--- config.mk ---
export PLATFORM = sky130hd
export DESIGN_NAME = video_chunk_scheduler
export DESIGN_NICKNAME = d
export VERILOG_FILES = /design/src/rtl/video_chunk_scheduler.sv
export SDC_FILE = /design/constraint.sdc
export NUM_CORES = 1
export LEC_CHECK = 0
export CORE_AREA = 2 2 74 76
export CTS_CLUSTER_SIZE = 25
export DETAILED_ROUTE_END_ITERATION = 7
export DIE_AREA = 0 0 76 78
export GPL_TIMING_DRIVEN = 0
export HOLD_SLACK_MARGIN = 0.06
export PLACE_DENSITY = 0.78
export SLEW_MARGIN = 20
export SYNTH_ARGS = -nofsm -noshare
export SYNTH_HDL_FRONTEND = slang
export SYNTH_SLANG_ARGS = --single-unit
--- constraint.sdc ---
create_clock -name scalerClock -period 2.6 [get_ports scalerClock]
set_input_delay 0.52 -clock scalerClock [delete_from_list [all_inputs] [get_ports scalerClock]]
set_output_delay 0.52 -clock scalerClock [all_outputs]
set_load 0.01 [all_outputs]
--- src/rtl/video_chunk_scheduler.sv ---
// Issues {row, chunk} read requests for one video frame while keeping the
// number of issued-but-unconsumed chunks under a credit limit.
module video_chunk_scheduler #(
    parameter int CHUNK_BITS      = 5,
    parameter int MAX_OUTSTANDING = 4
) (
    input  logic                             scalerClock,
    input  logic                             reset,
    input  logic                             frameStart,
    input  logic [11-CHUNK_BITS-1:0]         frameWidthChunks,
    input  logic [10:0]                      frameHeight,
    output logic                             requestFifoWriteEnable,
    input  logic                             requestFifoFull,
    output logic [11+(11-CHUNK_BITS)-1:0]    requestFifoWriteData,
    input  logic                             pixelAccepted,
    output logic                             busy,
    output logic                             frameDone,
    output logic [2:0]                       outstandingChunks,
    output logic                             underflowError
);

    localparam int HACTIVE_BITS  = 11;
    localparam int VACTIVE_BITS  = 11;
    localparam int CHUNKNUM_BITS = HACTIVE_BITS - CHUNK_BITS;
    localparam int REQUEST_BITS  = VACTIVE_BITS + CHUNKNUM_BITS;

    localparam logic [2:0] IDLE  = 3'b001;
    localparam logic [2:0] ISSUE = 3'b010;
    localparam logic [2:0] DRAIN = 3'b100;

    logic [2:0]               state;
    logic [CHUNKNUM_BITS-1:0] chunk;
    logic [CHUNKNUM_BITS-1:0] lastChunk;
    logic [VACTIVE_BITS-1:0]  row;
    logic [VACTIVE_BITS-1:0]  lastRow;
    logic [CHUNK_BITS-1:0]    retireCount;
    logic                     pixelValid;
    logic                     retire;
    logic                     zeroFrame;
    logic                     drainDone;

    assign zeroFrame = (frameWidthChunks == '0) || (frameHeight == '0);
    assign requestFifoWriteEnable = (state == ISSUE) && !requestFifoFull
                                    && (outstandingChunks < 3'(MAX_OUTSTANDING));
    assign requestFifoWriteData = REQUEST_BITS'({row, chunk});
    assign busy       = (state != IDLE);
    assign pixelValid = pixelAccepted && (outstandingChunks != 3'd0);
    assign retire     = pixelValid && (retireCount == '1);
    assign drainDone  = (state == DRAIN) && (outstandingChunks == 3'd0);

    // Frame sequencing: walk chunks across each row, rows down the frame,
    // then wait for every issued chunk to be consumed before finishing.
    always_ff @(posedge scalerClock or posedge reset) begin
        if (reset) begin
            state     <= IDLE;
            row       <= '0;
            chunk     <= '0;
            lastRow   <= '0;
            lastChunk <= '0;
            frameDone <= 1'b0;
        end else begin
            frameDone <= 1'b0;
            case (state)
                IDLE: begin
                    if (frameStart) begin
                        if (zeroFrame) begin
                            frameDone <= 1'b1;
                        end else begin
                            lastChunk <= frameWidthChunks - CHUNKNUM_BITS'(1);
                            lastRow   <= frameHeight - VACTIVE_BITS'(1);
                            row       <= '0;
                            chunk     <= '0;
                            state     <= ISSUE;
                        end
                    end
                end
                ISSUE: begin
                    if (requestFifoWriteEnable) begin
                        if (chunk == lastChunk) begin
                            chunk <= '0;
                            row   <= row + VACTIVE_BITS'(1);
                            if (row == lastRow) begin
                                state <= DRAIN;
                            end
                        end else begin
                            chunk <= chunk + CHUNKNUM_BITS'(1);
                        end
                    end
                end
                DRAIN: begin
                    if (drainDone) begin
                        state     <= IDLE;
                        frameDone <= 1'b1;
                    end
                end
                default: state <= IDLE;
            endcase
        end
    end

    // Credit tracking: a chunk retires when its last pixel is consumed; a
    // write and a retire in the same cycle cancel out.
    always_ff @(posedge scalerClock or posedge reset) begin
        if (reset) begin
            retireCount       <= '0;
            outstandingChunks <= 3'd0;
            underflowError    <= 1'b0;
        end else begin
            if (drainDone) begin
                retireCount <= '0;
            end else if (pixelValid) begin
                retireCount <= retireCount + CHUNK_BITS'(1);
            end
            if (requestFifoWriteEnable && !retire) begin
                outstandingChunks <= outstandingChunks + 3'd1;
            end else if (retire && !requestFifoWriteEnable) begin
                outstandingChunks <= outstandingChunks - 3'd1;
            end
            if (pixelAccepted && (outstandingChunks == 3'd0)) begin
                underflowError <= 1'b1;
            end
        end
    end

endmodule

==> results.cfg, run 1 <==
[synth]
ys_warn_count = 0
syn_inst = 279
synth_top_area_cell = dfrtp_1
synthDominantCellAreaShare_pct = 43.5
yosysUniqueCellTypes = 42
synthArstFlopShare_pct = 100
ys_seq_elements = 47
yosys-top-cells-area = dfrtp_1 (43%), xor2_1 (6.6%), xnor2_1 (5.6%), nand2_1 (4.7%), ha_1 (4.3%)
synthFlopType = dfrtp_1
ys_seq_area_share_pct = 44.5
synth_fp_nets = 311
syn_area_per_cell_sq_um = 9.48
yosys.cell_count.top_type = dfrtp_1
synth_area_sq_um = 2650
synth-edff-count = 0
synth_commonest_cells = dfrtp_1 (46), nand2_1 (33), nor2_1 (21), o21ai_0 (21), xor2_1 (20)

[sta]
setup_violations = 0
fmax_ghz = 0.395
slew_viol_final = 0
worst_pin_slew_ps = 667
final.min_clock_period_ps = 2530
final.period_utilization_pct = 97.3
maxSlewHeadroom_pct = 55.2
hold_viol = 0
timing.setup.tns_ps = 0
clock_skew_ps = 5.68

[cts]
clock_path_buffers = 2
htreeDepth = 2
cts.sinks = 47
cts_setup_buffers = 0
cts_tree = built
postCtsHoldBufs = 0
cts_made_buffers = 5
cts-root-buf = clkbuf_8
clk_pin_slew_worst_paths_ps = 80
insertion_delay_ps = 300

[floorplanning]
dieArea_sq_um = 5930
die_w_microns = 76
num_io_pins = 46
start_util_pct = 52.5
coreArea_sq_um = 5040
die_h_microns = 78
num_rows = 26

[setup_path]
cp_max_fo = 7
crit_type = in2out
crit_end = requestFifoWriteEnable
rr_startpoint = outstandingChunks[0]
startpoint_type = input pin
cp.arrival_ps = 2010
cp-startpoint = requestFifoFull
required_ps = 2080
end_kind = output pin
rr_endpoint = outstandingChunks[2]
r2r_slack_ps = 190
r2r_cells = 10

[global_route]
grt_start_max_net_pins = 27
grt_pass1_vias = 2031
grtUsageTotal_pct = 19.8
grt.overflow.total = 0
antenna_found_initial = 0
grt_pass1_wl_microns = 9400

[routing]
via_per_inst = 5.43
vias = 2188
detail-route-antenna-nets = 0
post_drt_wl_per_cell_microns = 13.9
wl_met2_microns = 2680
wirelength_microns = 5600
drt-initial-drc-count = 132
dr.max_layer_used = met4
drc = 0
drtPass1Iterations = 4
wl_met3_microns = 221
wl_met1_microns = 2640

[placement]
hpwl_microns = 4310
dp_cells = 395
io_buffers = 45
postPlaceCellArea_sq_um = 3210
place_congestion = 0.802

[cells_and_area]
antenna_cells = 0
area_growth_pct = 25.7
fin_nets = 364
layout-drive-gt1-share_pct = 6.61
fin_area_sq_um = 3330
fin_cells = 403

[power_and_ir_drop]
p_per_area_nw_per_um2 = 811
vdd_drop_max_uv = 373
leakagePower_nw = 1.42
fin_total_pwr_mw = 2.70

[run_status]
status = finished clean

[job]
cap_violations = 0

[hold_path]
hold_class = reg2reg
critical path, cell delays in order:
cell and delay [ps]:
clkdlybuf4s50_1 390, or2_2 290, nand2b_4 180, inv_1 100, clkdlybuf4s50_1 540
kinds of logic after synthesis:
logic type | share of synthesized area [%]
compound gates | 11.7
xor+xnor | 12.2
fa+ha+maj | 5.01
buf+inv | 2.74
flops | 44.5
mux | 1.65
simple gates | 22.2
placed cells by master (no fill, tap or decap), drive strengths merged, types with 2 or more instances in the layout:
cell and n:
nand2b 2, nor3 4, nand3 14, or3 7, ha 9, a211o 3, or4 6, a21oi 8
o31ai 5, o21ai 22, clkbuf 13, xnor2 17, nand4 3, a31oi 2, a21o 4, nor4 10
buf 2, inv 11, or2 2, a22o 2, nor2 21, xor2 20, and2 2, mux2 3
dfrtp 46, and3 2, nand2 33, nor3b 4, clkdlybuf4s50 45
area by class of cell:
type                            instances  area [sq um]
Multi-Input combinational cell        214          1400
Timing Repair Buffer                   46           478
Clock buffer                            7          76.3
Inverter                               11          41.3
Buffer                                  7          32.5
Fill cell                             404          1720
Clock inverter                          1          30.0
Sequential cell                        47          1180
Tap cell                               70          87.6
layer usage:
| layer | GRT usage [%] | up-vias |
|---|---|---|
| met2 | 31.1 | 49 |
| met3 | 3.84 | 4 |
| met4 | 6.18 | 0 |
| met1 | 27.9 | 1043 |
| li1 | - | 1092 |
| met5 | 0 | - |
power breakdown:
group / internal, mW / switching, mW
clock network: 0.288 / 0.243
registers: 0.961 / 0.212
logic: 0.475 / 0.519
total: 1.72 / 0.973
repair_timing:
action | 4_1_cts | 5_1_grt
endpoints found under the setup margin | 1 | 7
hold endpoints to repair | 0 | 0
pin swaps | 0 | 0
resized for setup | 1 | 3
metrics by stage:
stage / util, % / setup slack (ps) / hold WS, ps
finish: 66.0 / 70.2 / 463
global route: 66.0 / -0.306 / 522
CTS: 65.9 / 66.4 / 468
detailed placement: 63.7 / -344 / 448
global placement: 63.2 / -327 / 441
floorplan: - / 313 / 469
sequential cells by signal, summed over array words and instances (netlist names):
signal	count
lastRow	11
row	11
chunk	6
lastChunk	6
retireCount	5
outstandingChunks	3
state	3
frameDone	1
underflowError	1
worst min-delay path by stage:
stage / from / endpoint / slack, ps / cells past startpoint
2_1_floorplan: lastRow[0] / lastRow[0] / 470 / 2
3_3_place_gp: underflowError / underflowError / 440 / 1
3_5_place_dp: underflowError / underflowError / 450 / 1
4_1_cts: underflowError / underflowError / 470 / 1
5_1_grt: underflowError / underflowError / 520 / 1
6_report: underflowError / underflowError / 460 / 1
(Power assumes the default switching activity.)
==> run 2: changes to the inputs <==
--- a/config.mk
+++ b/config.mk
@@ -12,7 +12,8 @@
 export GPL_TIMING_DRIVEN = 0
 export HOLD_SLACK_MARGIN = 0.06
 export PLACE_DENSITY = 0.78
-export SLEW_MARGIN = 20
+export SETUP_SLACK_MARGIN = 0.02
+export SLEW_MARGIN = 0
 export SYNTH_ARGS = -nofsm -noshare
 export SYNTH_HDL_FRONTEND = slang
 export SYNTH_SLANG_ARGS = --single-unit
==> results.cfg, run 2 (same netlist as run 1, synthesis figures left out) <==
[floorplanning]
start_util_pct = 52.5
coreArea_sq_um = 5040
dieArea_sq_um = 5930
die_w_microns = 76
num_rows = 26
die_h_microns = 78
num_io_pins = 46

[sta]
clock_skew_ps = 8.31
setup_ws_ps = 158
worst_pin_slew_ps = 658
hold_viol = 0
rsz0062_at_grt = false
final.period_utilization_pct = 93.9
setup_violations = 0
slew_viol_final = 0
maxSlewHeadroom_pct = 55.8
fmax_ghz = 0.410
final.min_clock_period_ps = 2440

[routing]
drc = 0
wirelength_microns = 5620
post_drt_wl_per_cell_microns = 14.0
wl_met3_microns = 202
drt-initial-drc-count = 98
via_per_inst = 5.47
wl_met2_microns = 2640
drtPass1Iterations = 4
detail-route-antenna-nets = 0
wl_met1_microns = 2700
dr.max_layer_used = met4
vias = 2198

[power_and_ir_drop]
leakagePower_nw = 1.44
cell_internal_pwr_mw = 1.72
swShare_pct = 36.2
vdd_drop_max_uv = 497
switchingPower_mw = 0.976
comb_power_share_pct = 37.0
p_per_area_nw_per_um2 = 812
clockPowerShare_pct = 19.6
p_seq_share_pct = 43.5

[cts]
clock_path_buffers = 2
insertion_delay_ps = 300
cts-root-buf = clkbuf_8
cts_setup_buffers = 0
cts_tree = built
clk_pin_slew_worst_paths_ps = 90
cts_made_buffers = 5
cts.sinks = 47
htreeDepth = 2
postCtsHoldBufs = 0

[cells_and_area]
antenna_cells = 0
seq_area_sq_um = 1180
mostFrequentLayoutCells = dfrtp_1 (45), clkdlybuf4s50_1 (44), nand2_1 (33)
fin_nets = 363
fill_cells = 416
multi_input_area_sq_um = 1410
layout-drive-gt1-share_pct = 6.93
mostFrequentLayoutCell = dfrtp_1
area_growth_pct = 25.6
post-route-util_pct = 65.9
reg.largest.list = lastRow x11, row x11

[setup_path]
end_kind = flip-flop
startpoint_type = input pin
crit_type = in2reg
rr_endpoint = row[10]
cp-startpoint = requestFifoFull
r2r_cells = 6
rr_startpoint = chunk[4]
required_ps = 2830
cp.arrival_ps = 2680
cp_max_fo = 8
crit_end = row[10]
r2r_slack_ps = 240

[placement]
preCtsSetupSlack_ps = -318
place_congestion = 0.802
hpwl_microns = 4290
io_buffers = 45

[job]
cap_violations = 0

[global_route]
grt.overflow.total = 0
grt_pass1_vias = 2038
antenna_found_initial = 0
grt_pass1_wl_microns = 9600
grt_start_max_net_pins = 44
grtUsageTotal_pct = 20.0

[run_status]
status = finished clean

[hold_path]
hold_class = in2async
run 2: cell count changes in the layout (fill, tap and decap cells not counted):
cell,before,now
dlymetal6s2s_1,0,1
nand3_2,0,1
nand3_1,14,13
buf_16,1,0
clkbuf_1,6,5
clkdlybuf4s50_1,45,44
buf_12,0,1
run 2: layout make-up:
cell class,count,share of cell area (%)
timing repair buffer,46,14.2
sequential,47,35.5
inverter,11,1.24
clock inverter,1,0.904
multi-input combinational,214,42.4
clock buffer,7,2.30
tap,70,2.64
buffer,6,0.866
run 2: worst max-delay path, stage by stage:
cell and delay (ps):
clkdlybuf4s50_1 390, or2_2 290, nand2b_4 180, or4_1 470, clkbuf_2 170, or4_1 520, a21oi_1 150
run 2: timing repair:
item	CTS	global route
endpoints found under the setup margin	1	19
endpoints found under the hold margin	0	0
resized for setup	1	5
run 2: through the flow:
step                      power (mW)  hold slack (ps)  instance area [sq um]  TNS (ps)  cells
after floorplan                 1.83              469                   2650         0    279
after global placement          2.13              441                   3180     -5150    394
after detailed placement        2.18              447                   3200     -5550    395
after CTS                       2.71              399                   3320         0    403
after global routing            2.89              415                   3320         0    402
final                           2.70              405                   3320         0    402
run 2: power groups by stage:
stage / Combinational, mW / Clock (mW) / Sequential [mW]
final: 0.997 / 0.529 / 1.17
after global routing: 1.13 / 0.560 / 1.20
after CTS: 1.01 / 0.539 / 1.17
after detailed placement: 0.996 / 0 / 1.19
after global placement: 0.961 / 0 / 1.17
after floorplan: 0.680 / 0 / 1.15
run 2: worst min-delay path by stage:
stage	endpoint	depth (start not counted)
final	retireCount[1]	2
after global routing	frameDone	2
after CTS	retireCount[1]	2
after detailed placement	underflowError	1
after global placement	underflowError	1
after floorplan	lastRow[0]	2
run 2: layer usage:
layer  vias up  global-route usage, %
met3         6                   3.37
li1       1092                      -
met2        42                   32.2
met1      1058                   28.0
met4         0                   6.00
met5         -                      0
==> run 3: changes to the inputs <==
--- a/config.mk
+++ b/config.mk
@@ -5,6 +5,7 @@
 export SDC_FILE = /design/constraint.sdc
 export NUM_CORES = 1
 export LEC_CHECK = 0
+export CAP_MARGIN = 15
 export CORE_AREA = 2 2 74 76
 export CTS_CLUSTER_SIZE = 25
 export DETAILED_ROUTE_END_ITERATION = 7
==> results of run 3 <==
Same layout as run 2: the final DEF is identical, and so are final timing and power.
